$ cat config.mk
export PLATFORM = sky130hd
export DESIGN_NAME = load_store_queue
export DESIGN_NICKNAME = d
export VERILOG_FILES = /design/src/rtl/load_store_queue.sv
export SDC_FILE = /design/constraint.sdc
export NUM_CORES = 1
export LEC_CHECK = 0
export ABC_AREA = 1
export CORE_MARGIN = 2
export CORE_UTILIZATION = 50
export DETAILED_ROUTE_END_ITERATION = 12
export PLACE_DENSITY_LB_ADDON = 0.08
export RECOVER_POWER = 50
export REMOVE_ABC_BUFFERS = 1
export SYNTH_ARGS = -nofsm -noshare
export SYNTH_HDL_FRONTEND = slang
export SYNTH_SLANG_ARGS = --single-unit
$ cat constraint.sdc
create_clock -name clk -period 14.79 [get_ports clk]
set_input_delay 3.6975 -clock clk [delete_from_list [all_inputs] [get_ports clk]]
set_output_delay 3.6975 -clock clk [all_outputs]
set_load 0.03 [all_outputs]
$ cat src/rtl/load_store_queue.sv
// In-order load/store queue between dispatch/ROB and the memory controller's LSB port.
// Defining LSQ_PERF_CNT_EN adds the perf_loads/perf_stores completion counters.
module load_store_queue #(
    parameter int unsigned LSQ_SIZE  = 8,
    parameter int unsigned TAG_WIDTH = 4
) (
    input  logic                 clk,
    input  logic                 rst_in,
    input  logic                 rdy_in,
    input  logic                 roll_back,
    input  logic                 issue_en,
    input  logic                 issue_rw,
    input  logic [1:0]           issue_size,
    input  logic                 issue_signed,
    input  logic [31:0]          issue_addr,
    input  logic [31:0]          issue_data,
    input  logic [TAG_WIDTH-1:0] issue_tag,
    output logic                 full,
    input  logic                 commit_en,
    input  logic [TAG_WIDTH-1:0] commit_tag,
    output logic                 mem_rw,
    output logic [1:0]           mem_d_type,
    output logic [31:0]          mem_ain,
    output logic [31:0]          mem_din,
    input  logic                 mem_dout_en,
    input  logic [31:0]          mem_dout,
    input  logic                 mem_w_done,
    output logic                 ld_out_en,
    output logic [TAG_WIDTH-1:0] ld_out_tag,
    output logic [31:0]          ld_out_data,
    output logic                 st_done_en,
`ifdef LSQ_PERF_CNT_EN
    output logic [31:0]          perf_loads,
    output logic [31:0]          perf_stores,
`endif
    output logic [TAG_WIDTH-1:0] st_done_tag
);

    localparam int unsigned PW = $clog2(LSQ_SIZE);
    localparam int unsigned CW = PW + 1;

    localparam logic [1:0] StIdle      = 2'd0;
    localparam logic [1:0] StWaitLoad  = 2'd1;
    localparam logic [1:0] StWaitStore = 2'd2;

    logic                 ent_rw_q   [LSQ_SIZE];
    logic [1:0]           ent_size_q [LSQ_SIZE];
    logic                 ent_sgn_q  [LSQ_SIZE];
    logic [31:0]          ent_addr_q [LSQ_SIZE];
    logic [31:0]          ent_data_q [LSQ_SIZE];
    logic [TAG_WIDTH-1:0] ent_tag_q  [LSQ_SIZE];
    logic                 ent_cmt_q  [LSQ_SIZE];

    logic [PW-1:0] head_q, head_d;
    logic [PW-1:0] tail_q, tail_d;
    logic [CW-1:0] count_q, count_d;
    logic [1:0]    state_q, state_d;

    logic [PW-1:0]       off   [LSQ_SIZE];
    logic [PW-1:0]       pidx  [LSQ_SIZE];
    logic [LSQ_SIZE-1:0] valid;
    logic [LSQ_SIZE-1:0] cmt_d;
    logic [CW-1:0]       keep_cnt;
    logic                stop;
    logic                head_ready;
    logic                do_issue, do_enq, do_deq, ld_done, st_done;
    logic [31:0]         ld_ext;

    function automatic logic [31:0] extend(input logic [1:0] size, input logic sgn,
                                           input logic [31:0] raw);
        logic [31:0] res;
        case (size)
            2'b01:   res = {{24{sgn & raw[7]}}, raw[7:0]};
            2'b10:   res = {{16{sgn & raw[15]}}, raw[15:0]};
            default: res = raw;
        endcase
        return res;
    endfunction

    assign full = (count_q == CW'(LSQ_SIZE));

    // Occupancy and commit marking; commit lands before any flush in the same cycle.
    always_comb begin
        valid = '0;
        cmt_d = '0;
        for (int i = 0; i < LSQ_SIZE; i++) begin
            off[i]   = PW'(i) - head_q;
            valid[i] = ({1'b0, off[i]} < count_q);
            cmt_d[i] = ent_cmt_q[i] | (commit_en && valid[i] && ent_rw_q[i] &&
                                       (ent_tag_q[i] == commit_tag));
        end
    end

    // Length of the committed-store run starting at head survives a flush.
    always_comb begin
        keep_cnt = '0;
        stop     = 1'b0;
        for (int k = 0; k < LSQ_SIZE; k++) begin
            pidx[k] = head_q + PW'(k);
            if (!stop && (CW'(k) < count_q) && cmt_d[pidx[k]]) begin
                keep_cnt = keep_cnt + CW'(1);
            end else begin
                stop = 1'b1;
            end
        end
    end

    always_comb begin
        head_ready = (count_q != '0) && (!ent_rw_q[head_q] || ent_cmt_q[head_q]);
        do_issue   = (state_q == StIdle) && !roll_back && head_ready;
        ld_done    = (state_q == StWaitLoad) && mem_dout_en && !roll_back;
        st_done    = (state_q == StWaitStore) && mem_w_done;
        do_deq     = ld_done | st_done;
        do_enq     = issue_en && !full && !roll_back;
        ld_ext     = extend(ent_size_q[head_q], ent_sgn_q[head_q], mem_dout);

        head_d = head_q + PW'(do_deq);
        if (roll_back) begin
            tail_d  = head_q + keep_cnt[PW-1:0];
            count_d = keep_cnt - CW'(do_deq);
        end else begin
            tail_d  = tail_q + PW'(do_enq);
            count_d = count_q + CW'(do_enq) - CW'(do_deq);
        end

        state_d = state_q;
        case (state_q)
            StIdle: begin
                if (do_issue) state_d = ent_rw_q[head_q] ? StWaitStore : StWaitLoad;
            end
            StWaitLoad: begin
                if (roll_back || mem_dout_en) state_d = StIdle;
            end
            StWaitStore: begin
                if (mem_w_done) state_d = StIdle;
            end
            default: state_d = StIdle;
        endcase
    end

    always_ff @(posedge clk) begin
        if (rst_in) begin
            head_q      <= '0;
            tail_q      <= '0;
            count_q     <= '0;
            state_q     <= StIdle;
            mem_rw      <= 1'b0;
            mem_d_type  <= 2'b00;
            mem_ain     <= '0;
            mem_din     <= '0;
            ld_out_en   <= 1'b0;
            ld_out_tag  <= '0;
            ld_out_data <= '0;
            st_done_en  <= 1'b0;
            st_done_tag <= '0;
            for (int i = 0; i < LSQ_SIZE; i++) begin
                ent_rw_q[i]  <= 1'b0;
                ent_cmt_q[i] <= 1'b0;
            end
        end else if (rdy_in) begin
            head_q     <= head_d;
            tail_q     <= tail_d;
            count_q    <= count_d;
            state_q    <= state_d;
            mem_d_type <= 2'b00;
            ld_out_en  <= 1'b0;
            st_done_en <= 1'b0;
            if (do_issue) begin
                mem_rw     <= ent_rw_q[head_q];
                mem_ain    <= ent_addr_q[head_q];
                mem_din    <= ent_data_q[head_q];
                mem_d_type <= ent_size_q[head_q];
            end
            if (ld_done) begin
                ld_out_en   <= 1'b1;
                ld_out_tag  <= ent_tag_q[head_q];
                ld_out_data <= ld_ext;
            end
            if (st_done) begin
                st_done_en  <= 1'b1;
                st_done_tag <= ent_tag_q[head_q];
            end
            for (int i = 0; i < LSQ_SIZE; i++) begin
                ent_cmt_q[i] <= cmt_d[i];
            end
            if (do_enq) begin
                ent_rw_q[tail_q]   <= issue_rw;
                ent_size_q[tail_q] <= issue_size;
                ent_sgn_q[tail_q]  <= issue_signed;
                ent_addr_q[tail_q] <= issue_addr;
                ent_data_q[tail_q] <= issue_data;
                ent_tag_q[tail_q]  <= issue_tag;
                ent_cmt_q[tail_q]  <= 1'b0;
            end
        end
    end

`ifdef LSQ_PERF_CNT_EN
    always_ff @(posedge clk) begin
        if (rst_in) begin
            perf_loads  <= '0;
            perf_stores <= '0;
        end else if (rdy_in) begin
            if (ld_done) perf_loads <= perf_loads + 32'd1;
            if (st_done) perf_stores <= perf_stores + 32'd1;
        end
    end
`endif

endmodule

# Word-level counts from Yosys, hierarchy flattened
# Memories as Yosys holds them, arrays and structs flattened. A register that Yosys moved wholly into a read port is not among the register bits.
# Index checks and enable logic that the tools add are counted.
[totals]
out_inout_bits = 110
memories = 7
inputBits = 116
ram_bits = 584
elab_cells = 242
reg_bits = 57
[classes]
order_cmp = 24
eq_ne = 16
bitwise = 19
muxes = 72
n_addsub = 28
n_reduce_logical = 65
[mem_list]
columns = ["memory", "depth", "word_bits", "rd", "rd_clocked_by_memory_dff", "write_ports", "line", "text"]
rows = [
  ["ent_addr_q", 8, 32, 1, 1, 1, "49", "logic [31:0] ent_addr_q [LSQ_SIZE];"],
  ["ent_data_q", 8, 32, 1, 1, 1, "50", "logic [31:0] ent_data_q [LSQ_SIZE];"],
  ["ent_tag_q", 8, 4, 9, 1, 1, "51", "logic [TAG_WIDTH-1:0] ent_tag_q [LSQ_SIZE];"],
  ["ent_size_q", 8, 2, 1, 1, 1, "47", "logic [1:0] ent_size_q [LSQ_SIZE];"],
  ["ent_cmt_q", 8, 1, 9, 1, 9, "52", "logic ent_cmt_q [LSQ_SIZE];"],
  ["ent_rw_q", 8, 1, 9, 1, 8, "46", "logic ent_rw_q [LSQ_SIZE];"],
  ["1 more memories", "n/a", "n/a", "n/a", "n/a", "n/a", "n/a", ""],
]
[ops]
columns = ["operator", "n"]
rows = [
  ["one-hot mux 32 bit (2 select lines)", 1],
  ["logical AND 1 bit", 47],
  ["2-to-1 mux 1 bit", 37],
  ["2-to-1 mux 3 bit", 12],
  ["== test 4 bit", 8],
  ["less-than comparator 3 x 4 -> 1 bit", 8],
  ["less-than comparator 3 x 4 -> 1 bit (second input constant)", 8],
  ["2-to-1 mux 4 bit", 8],
  ["adder 4 x 1 -> 4 bit (second input constant)", 7],
  ["binary-select mux 1 bit (select 3 bit)", 8],
  ["bitwise OR 1 bit", 17],
  ["less-than comparator 3 x 4 -> 1 bit (first input constant)", 4],
  ["adder 3 bit (second input constant)", 4],
  ["subtractor 3 bit (first input constant)", 4],
  ["2-to-1 mux 2 bit", 5],
  ["zero test 1 bit", 9],
  ["less-than comparator 1 x 4 -> 1 bit (first input constant)", 2],
  ["less-than comparator 2 x 4 -> 1 bit (first input constant)", 2],
  ["subtractor 4 x 1 -> 4 bit", 2],
  ["adder 3 x 1 -> 3 bit", 2],
  ["adder 3 x 2 -> 3 bit (second input constant)", 2],
  ["one-hot mux 2 bit (3 select lines)", 1],
  ["AND reduction 2 bit", 3],
  ["subtractor 1 x 3 -> 3 bit (first input constant)", 2],
  ["15 further kinds", 21],
]

# Depth between registers and ports, before layout
# Gate-level depths: netlist of the first run.
[depth]
depth_word = 38
depth_mapped = 50
mapped_depth_nobuf = 47

# Worst setup path after synthesis of the first run
# No wires, ideal clock.
[synth_path]
path_type = "input to register"
from = "input commit_tag[0]"
to = "register tail_q[2]"
cell_stages = 43
path_buffers = 1
t_required_ns = 14.673
slack_ns = 5.427
setup_time_ns = 0.117
t_arrival_ns = 9.246
path_cell_list = "buf_4 > inv_2 > nor2_1 > nor2_1 > nand2_1 > nor2_1 > nand2_1 > nand3_1 > nand3_1 > nand3_1 > o21ai_0 > a311oi_1 > ha_1 > a21boi_0 > nand2_1 > nor2_1 > nand2_1 > nand2_1 > [... 7 more ...] > nand2_1 > ha_1 > nand2_1 > nand2_1 > ha_1 > or2_1 > nand2_1 > inv_1 > ha_1 > nand3_1 > nand2_2 > inv_2 > fa_1 > xor2_1 > a21oi_1 > o21ai_1 > nand3_1 > o21ai_1"
[synth_via]
elab_chain_cells = 35
word_cells_on_any_way = 85
cone_classes = "add/sub: 8; eq/ne: 8; mux: 32; bitwise: 8; reduce/logical: 29"
[synth_rtl]
columns = ["item", "line", "text"]
rows = [
  ["from (decl)", "20", "input logic [TAG_WIDTH-1:0] commit_tag,"],
  ["branches (longest 32 deep; another with adder 4 x 1 -> 4 bit)", "n/a", ""],
  ["2-to-1 mux 4 bit *", "100", "if (!stop && (CW'(k) < count_q) && cmt_d[pidx[k]]) begin"],
  ["adder 3 bit *", "119", "tail_d = head_q + keep_cnt[PW-1:0];"],
  ["2-to-1 mux 3 bit *", "118", "if (roll_back) begin"],
  ["to (signal assigned)", "162", "tail_q <= tail_d;"],
  ["to (decl)", "55", "logic [PW-1:0] tail_q, tail_d;"],
]
# Mark *: on every way between the ends. The select of a mux whose other input is x is not followed.
# A chain may end at the register's enable or synchronous reset.

# Worst setup path after layout of the first run
[layout_path]
from = "input roll_back"
to = "register mem_ain[4] (read register of ent_addr_q)"
[layout_via]
elab_chain_cells = 4
[layout_rtl]
columns = ["item", "line", "text"]
rows = [
  ["from (decl)", "10", "input logic roll_back,"],
  ["zero test 1 bit", "110", "do_issue = (state_q == StIdle) && !roll_back && head_ready;"],
  ["logical AND 1 bit (2 in a row)", "110", ""],
  ["AND reduction 2 bit (no source line)", "n/a", ""],
  ["to (decl)", "23", "output logic [31:0] mem_ain,"],
]
# No other way between the ends.

==> reports/results.tsv, run 1 <==
metric	value	unit
mostFrequentLayoutCell	sky130_fd_sc_hd__edfxtp_1	
setup.worst_path.start_class	primary input	
die_area	0.0600	mm^2
grt_busiest_layer	met2	
muxShareOfSynthArea	0	
floorplan.die.height	245	um
worst_clock_skew	0.0162	ns
crit_path_cell_trace	dlygate4sd3_1 -> inv_1 -> nand4_1 -> nor2_4 -> clkbuf_1 -> inv_2 -> buf_4 -> nor2_1 -> nor2_1	
cp-end-kind	flop	
initial_utilization	0.504	
routed_wl	75.1	mm
groute.usage.overall	0.250	
reg2regPathDepth	45	
clock_latency_at_the_later_pin_of_the_worst_skew_pair	0.61	ns
synth_compound_area_frac	0.149	
synth_top_family_by_area	compound AO/OA/AOI/OAI gates	
io-pin-count	226	
post_synth_main_area_contributors	sky130_fd_sc_hd__edfxtp_1 60%, sky130_fd_sc_hd__dfxtp_1 9.1%, sky130_fd_sc_hd__o21ai_0 7.2%	
drt-pass1-iter-count	6	
final_hold_viol_count	0	
clock_pin_transition_on_the_worst_setup_and_hold_timing_paths	0.06	ns
synth-warning-count	0	
post_synth.cell_area_avg	11.6	um^2
regToRegSetupSlack	6.20	ns
design_area	0.0344	mm^2
synth_top_flop_cell	sky130_fd_sc_hd__edfxtp_1	
final_core_utilization	0.597	
synth_xor_area_frac	0.00181	
detail_route.iter0.violations	1525	
critPathMaxFanout	69	
maxSlewHeadroom	-1.93	
detail_route.wl_per_cell	21.3	um
most-common-layout-cells	576 x sky130_fd_sc_hd__edfxtp_1, 418 x sky130_fd_sc_hd__nor2_1, 417 x sky130_fd_sc_hd__o21ai_0, 185 x sky130_fd_sc_hd__nand2_1, 183 x sky130_fd_sc_hd__dlygate4sd3_1	
first_pass_grt_wire_length	115	mm
synth_simple_gate_area_share	0.109	
cts_hold_buffers	0	
routabilityCongestion	0.923	
cts-root-to-sink-buffers	3	
detail_route.vias_per_cell	5.60	
synth_fa_ha_area_frac	0.0173	
launch_instance_of_the_worst_register_to_register_path	head_q[1]	
setup_tns	0	ns
cts_repair_resize_count	0	
min-delay-path-class	flop to flop	
register_bit_count_reported_by_yosys	708	
use_met3	0.0500	
placed_area	0.0320	mm^2
ys_async_sr_fraction	0	
row_count	88	
setup_viol_count_final	0	
worstSetupPathType	primary input to flop	
worst_voltage_drop_across_the_vdd_grid	0.101	mV
synthCells	2508	
worstSetupPathDepth	9	
grt_start_max_net_pins	102	
synth_cell_types	49	
vias_in_the_first_global_route	19100	
power.density	122	mW/mm^2
timing.final.crit_share	0.705	
critical-path-slowest-cell	sky130_fd_sc_hd__clkbuf_1	
hpwl_detailed	41.5	mm
hold_depth	2	
grt_setup_unrepaired	no	
p_int	3.30	mW
power.share.clock	0.435	
port_buffers	225	
cp_data_arrival_time	10.90	ns
postCtsSetupRepairBufs	0	
multi_input_comb_area	0.00814	mm^2
seq_power_share	0.521	
upper_clock_frequency_limit	96.0	MHz
clk_root_buffer_cell	sky130_fd_sc_hd__clkbuf_16	
area_growth	18.5	%
tritoncts_num_sinks	708	
num-fill-cells	4647	
fraction_of_final_layout_cells_sized_beyond_drive_strength_1	0.0736	
die_width	245	um
min_period	10.42	ns
groute.layer.met1.usage	0.352	
synth_enable_flop_cells	576	
ff_latch_area	0.0199	mm^2
synth_top_area_frac	0.596	
grt_use_met2	0.398	
crit_path_max_incr_delay	3.07	ns
cts_buffers	74	
report.power.total	4.19	mW
power_leakage	12.4	nW
coreArea	0.0576	mm^2
hold-path-endpoint	st_done_en	
p_sw_frac	0.212	
number_of_antenna_violations_at_the_first_check_in_global_routing	15	
cap_viol_max_count	3	
final_antenna_net_count	0	
final_routed_drc_violation_total	0	
hp-start	st_done_en	
worst_pin_slew	4.39	ns
switching_component_of_the_power	0.888	mW
sequential_fraction_of_the_synthesis_area	0.687	
crit-reg2reg-capture	tail_q[2]	
violations_in_the_final_reports	max-capacitance violations, max-slew violations	
critical_path_required	15.27	ns
cts_htree_levels	3	
power_frac_comb	0.044	
cpLargestDelayFamily	buffers and inverters	
run_status	finished, violations left	
cts_tree	yes	
final_net_count	2852	
drv_slew	189	
globalRoute.totalOverflow	0	
synth_largest_area_cell	sky130_fd_sc_hd__edfxtp_1	
synth_area	0.0290	mm^2
vias	19800	
crit_top_cell	sky130_fd_sc_hd__nor2_1	
critPathBufInv	5	
==> worst max-delay path by stage <==
stage	from	end
finish	roll_back	mem_ain[4]
global route	commit_tag[1]	tail_q[2]
CTS	commit_tag[1]	tail_q[2]
detailed placement	commit_tag[1]	tail_q[2]
global placement	commit_tag[1]	tail_q[2]
floorplan	head_q[0]	tail_q[2]
==> power groups by stage <==
stage               clock (mW)  combinational [mW]  sequential [mW]
global route              1.94               0.201             2.18
floorplan                    0              0.0619             2.25
detailed placement           0               0.191             2.22
CTS                       1.86               0.192             2.18
global placement             0               0.188             2.22
finish                    1.82               0.183             2.18
==> per-layer routing <==
metal / part of all wire / vias to the layer above
met4: 0.018 / 12
met3: 0.067 / 107
met5: 0.0011 / -
met2: 0.47 / 635
li1: - / 9384
met1: 0.45 / 9630
==> kinds of logic (layout without fill, tap and decap cells) <==
family,after synthesis,count (layout)
AOI/OAI and AO/OA,734,734
xor gates and xnor gates,6,6
adders and majority gates,39,39
buffers and inverters,272,521
DFF,708,708
other,0,5
and+or+nand+nor,749,749
==> registers in the layout (all words and copies together) (netlist names), named ones only <==
signal / count
ent_addr_q: 256
ent_data_q: 256
ent_tag_q: 32
ld_out_data: 32
mem_ain: 32
mem_din: 32
ent_size_q: 16
ent_cmt_q: 8
ent_rw_q: 8
ent_sgn_q: 8
count_q: 4
ld_out_tag: 4
st_done_tag: 4
head_q: 3
tail_q: 3
mem_d_type: 2
state_q: 2
ld_out_en: 1
mem_rw: 1
st_done_en: 1
==> through the flow <==
| step | hold slack, ns | cells | worst slack (ns) |
|---|---|---|---|
| 2_1_floorplan | 0.447 | 2368 | 0.212 |
| 3_3_place_gp | 0.444 | 3386 | 3.99 |
| 3_5_place_dp | 0.448 | 3386 | 3.85 |
| 4_1_cts | 0.461 | 3522 | 4.48 |
| 5_1_grt | 0.472 | 3526 | 3.79 |
| 6_report | 0.452 | 3527 | 4.37 |
==> synthesized netlist by cell type (4+ instances only) <==
| library cell | n |
|---|---|
| sky130_fd_sc_hd__nor2_1 | 431 |
| sky130_fd_sc_hd__o21ai_0 | 417 |
| sky130_fd_sc_hd__o21a_1 | 128 |
| sky130_fd_sc_hd__buf_2 | 9 |
| sky130_fd_sc_hd__clkinv_1 | 7 |
| sky130_fd_sc_hd__o22ai_1 | 9 |
| sky130_fd_sc_hd__edfxtp_1 | 576 |
| sky130_fd_sc_hd__inv_2 | 8 |
| sky130_fd_sc_hd__nand3_1 | 77 |
| sky130_fd_sc_hd__o2111ai_1 | 64 |
| sky130_fd_sc_hd__nand2_1 | 186 |
| sky130_fd_sc_hd__inv_1 | 116 |
| sky130_fd_sc_hd__o211ai_1 | 5 |
| sky130_fd_sc_hd__buf_1 | 10 |
| sky130_fd_sc_hd__clkbuf_1 | 118 |
| sky130_fd_sc_hd__ha_1 | 37 |
| sky130_fd_sc_hd__o32ai_1 | 6 |
| sky130_fd_sc_hd__nand3_2 | 12 |
| sky130_fd_sc_hd__dfxtp_1 | 132 |
| sky130_fd_sc_hd__nand2_2 | 12 |
| sky130_fd_sc_hd__nand4_1 | 8 |
| sky130_fd_sc_hd__a21oi_1 | 87 |
| sky130_fd_sc_hd__or2_2 | 4 |
| sky130_fd_sc_hd__xnor2_1 | 4 |
==> worst min-delay path: cells and delay by family (launching register included) <==
kind            cells  cell delay, ns
flops               1            0.32
simple gates        1            0.05
compound gates      1            0.05
==> layout make-up <==
type | count | share of cell area
clock buffers | 105 | 0.0599
well taps | 765 | 0.0278
repair buffers | 253 | 0.0714
clock inverters | 31 | 0.00928
diodes | 5 | 0.000364
flip-flops and latches | 708 | 0.580
inverters | 132 | 0.0146
multi-input cells | 1528 | 0.237
No activity file was read; power rests on OpenSTA's default activity.
==> run 2: changes to the inputs <==
==> constraint.sdc (replaced) <==
create_clock -name clk -period 9.6 [get_ports clk]
set_input_delay 2.4 -clock clk [delete_from_list [all_inputs] [get_ports clk]]
set_output_delay 2.4 -clock clk [all_outputs]
set_load 0.03 [all_outputs]
==> run 2 against run 1 <==
Against the previous run:
- the flow still finishes with violations (max-capacitance violations, max-slew violations)
- routed wire length rose by 0.82%
- register-to-register slack got worse by 5.1 ns
- sequential share of layout area shrank 0.33 points
- die area did not move
- combinational power up 55%
- design area rose by 0.56%
- clock power rose by 60%
- hold slack gained 0.023 ns
- global-route usage rose by 0.062 points
- largest power group unchanged
- highest routed layer unchanged
==> reports/results.tsv, run 2 (synthesized netlist as in run 1, its figures left out) <==
metric	value	unit
worstSetupPathType	primary input to flop	
multi_input_comb_area	0.00814	mm^2
violations_in_the_final_reports	max-capacitance violations, max-slew violations	
clock_latency_at_the_later_pin_of_the_worst_skew_pair	0.62	ns
final_hold_viol_count	0	
timing.final.crit_share	0.917	
worst_voltage_drop_across_the_vdd_grid	0.164	mV
hpwl_detailed	41.9	mm
final_antenna_net_count	0	
routed_wl	75.7	mm
hp-start	ld_out_en	
detail_route.vias_per_cell	5.60	
detail_route.wl_per_cell	21.4	um
coreArea	0.0576	mm^2
die_width	245	um
worst_clock_skew	0.0176	ns
vias	19800	
upper_clock_frequency_limit	114	MHz
drt-pass1-iter-count	5	
crit_top_cell	sky130_fd_sc_hd__nand2_1	
most-common-layout-cells	576 x sky130_fd_sc_hd__edfxtp_1, 418 x sky130_fd_sc_hd__nor2_1, 417 x sky130_fd_sc_hd__o21ai_0, 185 x sky130_fd_sc_hd__nand2_1, 183 x sky130_fd_sc_hd__dlygate4sd3_1	
clk_root_buffer_cell	sky130_fd_sc_hd__clkbuf_16	
whs	0.475	ns
first_pass_grt_wire_length	115	mm
drv_slew	119	
design_area	0.0346	mm^2
globalRoute.totalOverflow	0	
placed_area	0.0321	mm^2
top_regs	ent_addr_q (256), ent_data_q (256)	
fraction_of_final_layout_cells_sized_beyond_drive_strength_1	0.0742	
report.power.total	6.55	mW
grt_setup_unrepaired	no	
postCtsSetupRepairBufs	0	
hold_depth	2	
ff_latch_area	0.0199	mm^2
min_period	8.80	ns
final_routed_drc_violation_total	0	
groute.usage.overall	0.251	
hold-path-endpoint	ld_out_en	
row_count	88	
io-pin-count	226	
worst_pin_slew	3.08	ns
cts_buffers	75	
power_leakage	12.4	nW
floorplan.die.height	245	um
power.density	190	mW/mm^2
min-delay-path-class	flop to flop	
launch_instance_of_the_worst_register_to_register_path	head_q[1]	
cap_viol_max_count	2	
setup.worst_path.start_class	primary input	
tritoncts_num_sinks	708	
routabilityCongestion	0.902	
cp-end-kind	flop	
run_status	finished, violations left	
reg2regPathDepth	45	
maxSlewHeadroom	-1.05	
setup_viol_count_final	0	
number_of_antenna_violations_at_the_first_check_in_global_routing	16	
critical_path_required	10.09	ns
clock_pin_transition_on_the_worst_setup_and_hold_timing_paths	0.06	ns
cts_tree	yes	
initial_utilization	0.504	
crit_path_max_incr_delay	0.67	ns
area_growth	19.1	%
critPathMaxFanout	11	
crit-reg2reg-capture	tail_q[2]	
critical-path-slowest-cell	sky130_fd_sc_hd__clkdlybuf4s50_1	
die_area	0.0600	mm^2
grt_start_max_net_pins	102	
setup_tns	0	ns
vias_in_the_first_global_route	19200	
final_net_count	2856	
port_buffers	225	
num-fill-cells	4642	
cp_data_arrival_time	9.30	ns
mostFrequentLayoutCell	sky130_fd_sc_hd__edfxtp_1	
cts_hold_buffers	0	
detail_route.iter0.violations	1591	
cts_repair_resize_count	0	
cts_htree_levels	3	
final_core_utilization	0.601	
cts-root-to-sink-buffers	3	
regToRegSetupSlack	1.15	ns
==> run 2: cell count changes in the layout (fill, tap and decap cells not counted), moves of 2 or more <==
cell and change:
sky130_fd_sc_hd__clkbuf_2 +2, sky130_fd_sc_hd__diode_2 +3, sky130_fd_sc_hd__clkbuf_8 +5, sky130_fd_sc_hd__buf_12 +3, sky130_fd_sc_hd__clkinv_2 -13, sky130_fd_sc_hd__clkbuf_1 +4
sky130_fd_sc_hd__clkbuf_16 +3, sky130_fd_sc_hd__inv_6 -3
==> run 2: through the flow <==
step / setup slack [ns] / std cells
2_1_floorplan: -4.98 / 2368
3_3_place_gp: 0.331 / 3389
3_5_place_dp: 0.222 / 3389
4_1_cts: 0.861 / 3529
5_1_grt: 0.139 / 3535
6_report: 0.798 / 3537
==> run 2: layout make-up <==
class                      instances  area share
antenna                            8    0.000579
clock buffer                     120      0.0646
clock inverter                    20     0.00778
inverter                         132      0.0145
multi-input combinational       1528       0.235
sequential                       708       0.577
tap                              765      0.0277
timing repair buffer             256      0.0728
==> run 2: worst max path at each step <==
stage                             start   endpoint  cells past startpoint
final                     commit_tag[3]  tail_q[2]                     44
after global routing      commit_tag[3]  tail_q[2]                     44
after CTS                 commit_tag[3]  tail_q[2]                     44
after detailed placement  commit_tag[3]  tail_q[2]                     44
after global placement    commit_tag[3]  tail_q[2]                     44
after floorplan               head_q[0]  tail_q[2]                     45
==> run 2: metal layers <==
metal | vias up | global-route usage | part of all wire | routed length (um)
met2 | 579 | 0.399 | 0.47 | 35300
met3 | 118 | 0.0453 | 0.060 | 4570
met5 | - | 0 | 0.00083 | 63
met1 | 9697 | 0.352 | 0.45 | 34200
li1 | 9410 | - | - | -
met4 | 12 | 0.0796 | 0.021 | 1610
==> run 2: power by group <==
part | internal [mW] | leakage (nW) | switching, mW
combinational | 0.0988 | 4.97 | 0.186
sequential | 3.35 | 6.26 | 0.0165
clock | 1.74 | 1.21 | 1.17
==> run 2: critical path, delay by kind of cell <==
family,cells,cell delay [ns]
compound gates,6,1.06
fa+ha+maj,7,2.16
buf+inv,7,1.25
xor+xnor,1,0.17
simple gates,23,2.24
==> run 3: changes to the inputs <==
--- a/config.mk
+++ b/config.mk
@@ -12,6 +12,7 @@
 export PLACE_DENSITY_LB_ADDON = 0.08
 export RECOVER_POWER = 50
 export REMOVE_ABC_BUFFERS = 1
+export SKIP_CTS_REPAIR_TIMING = 1
 export SYNTH_ARGS = -nofsm -noshare
 export SYNTH_HDL_FRONTEND = slang
 export SYNTH_SLANG_ARGS = --single-unit
==> results of run 3 <==
Same layout as run 2: the final DEF is identical, and so are final timing and power.
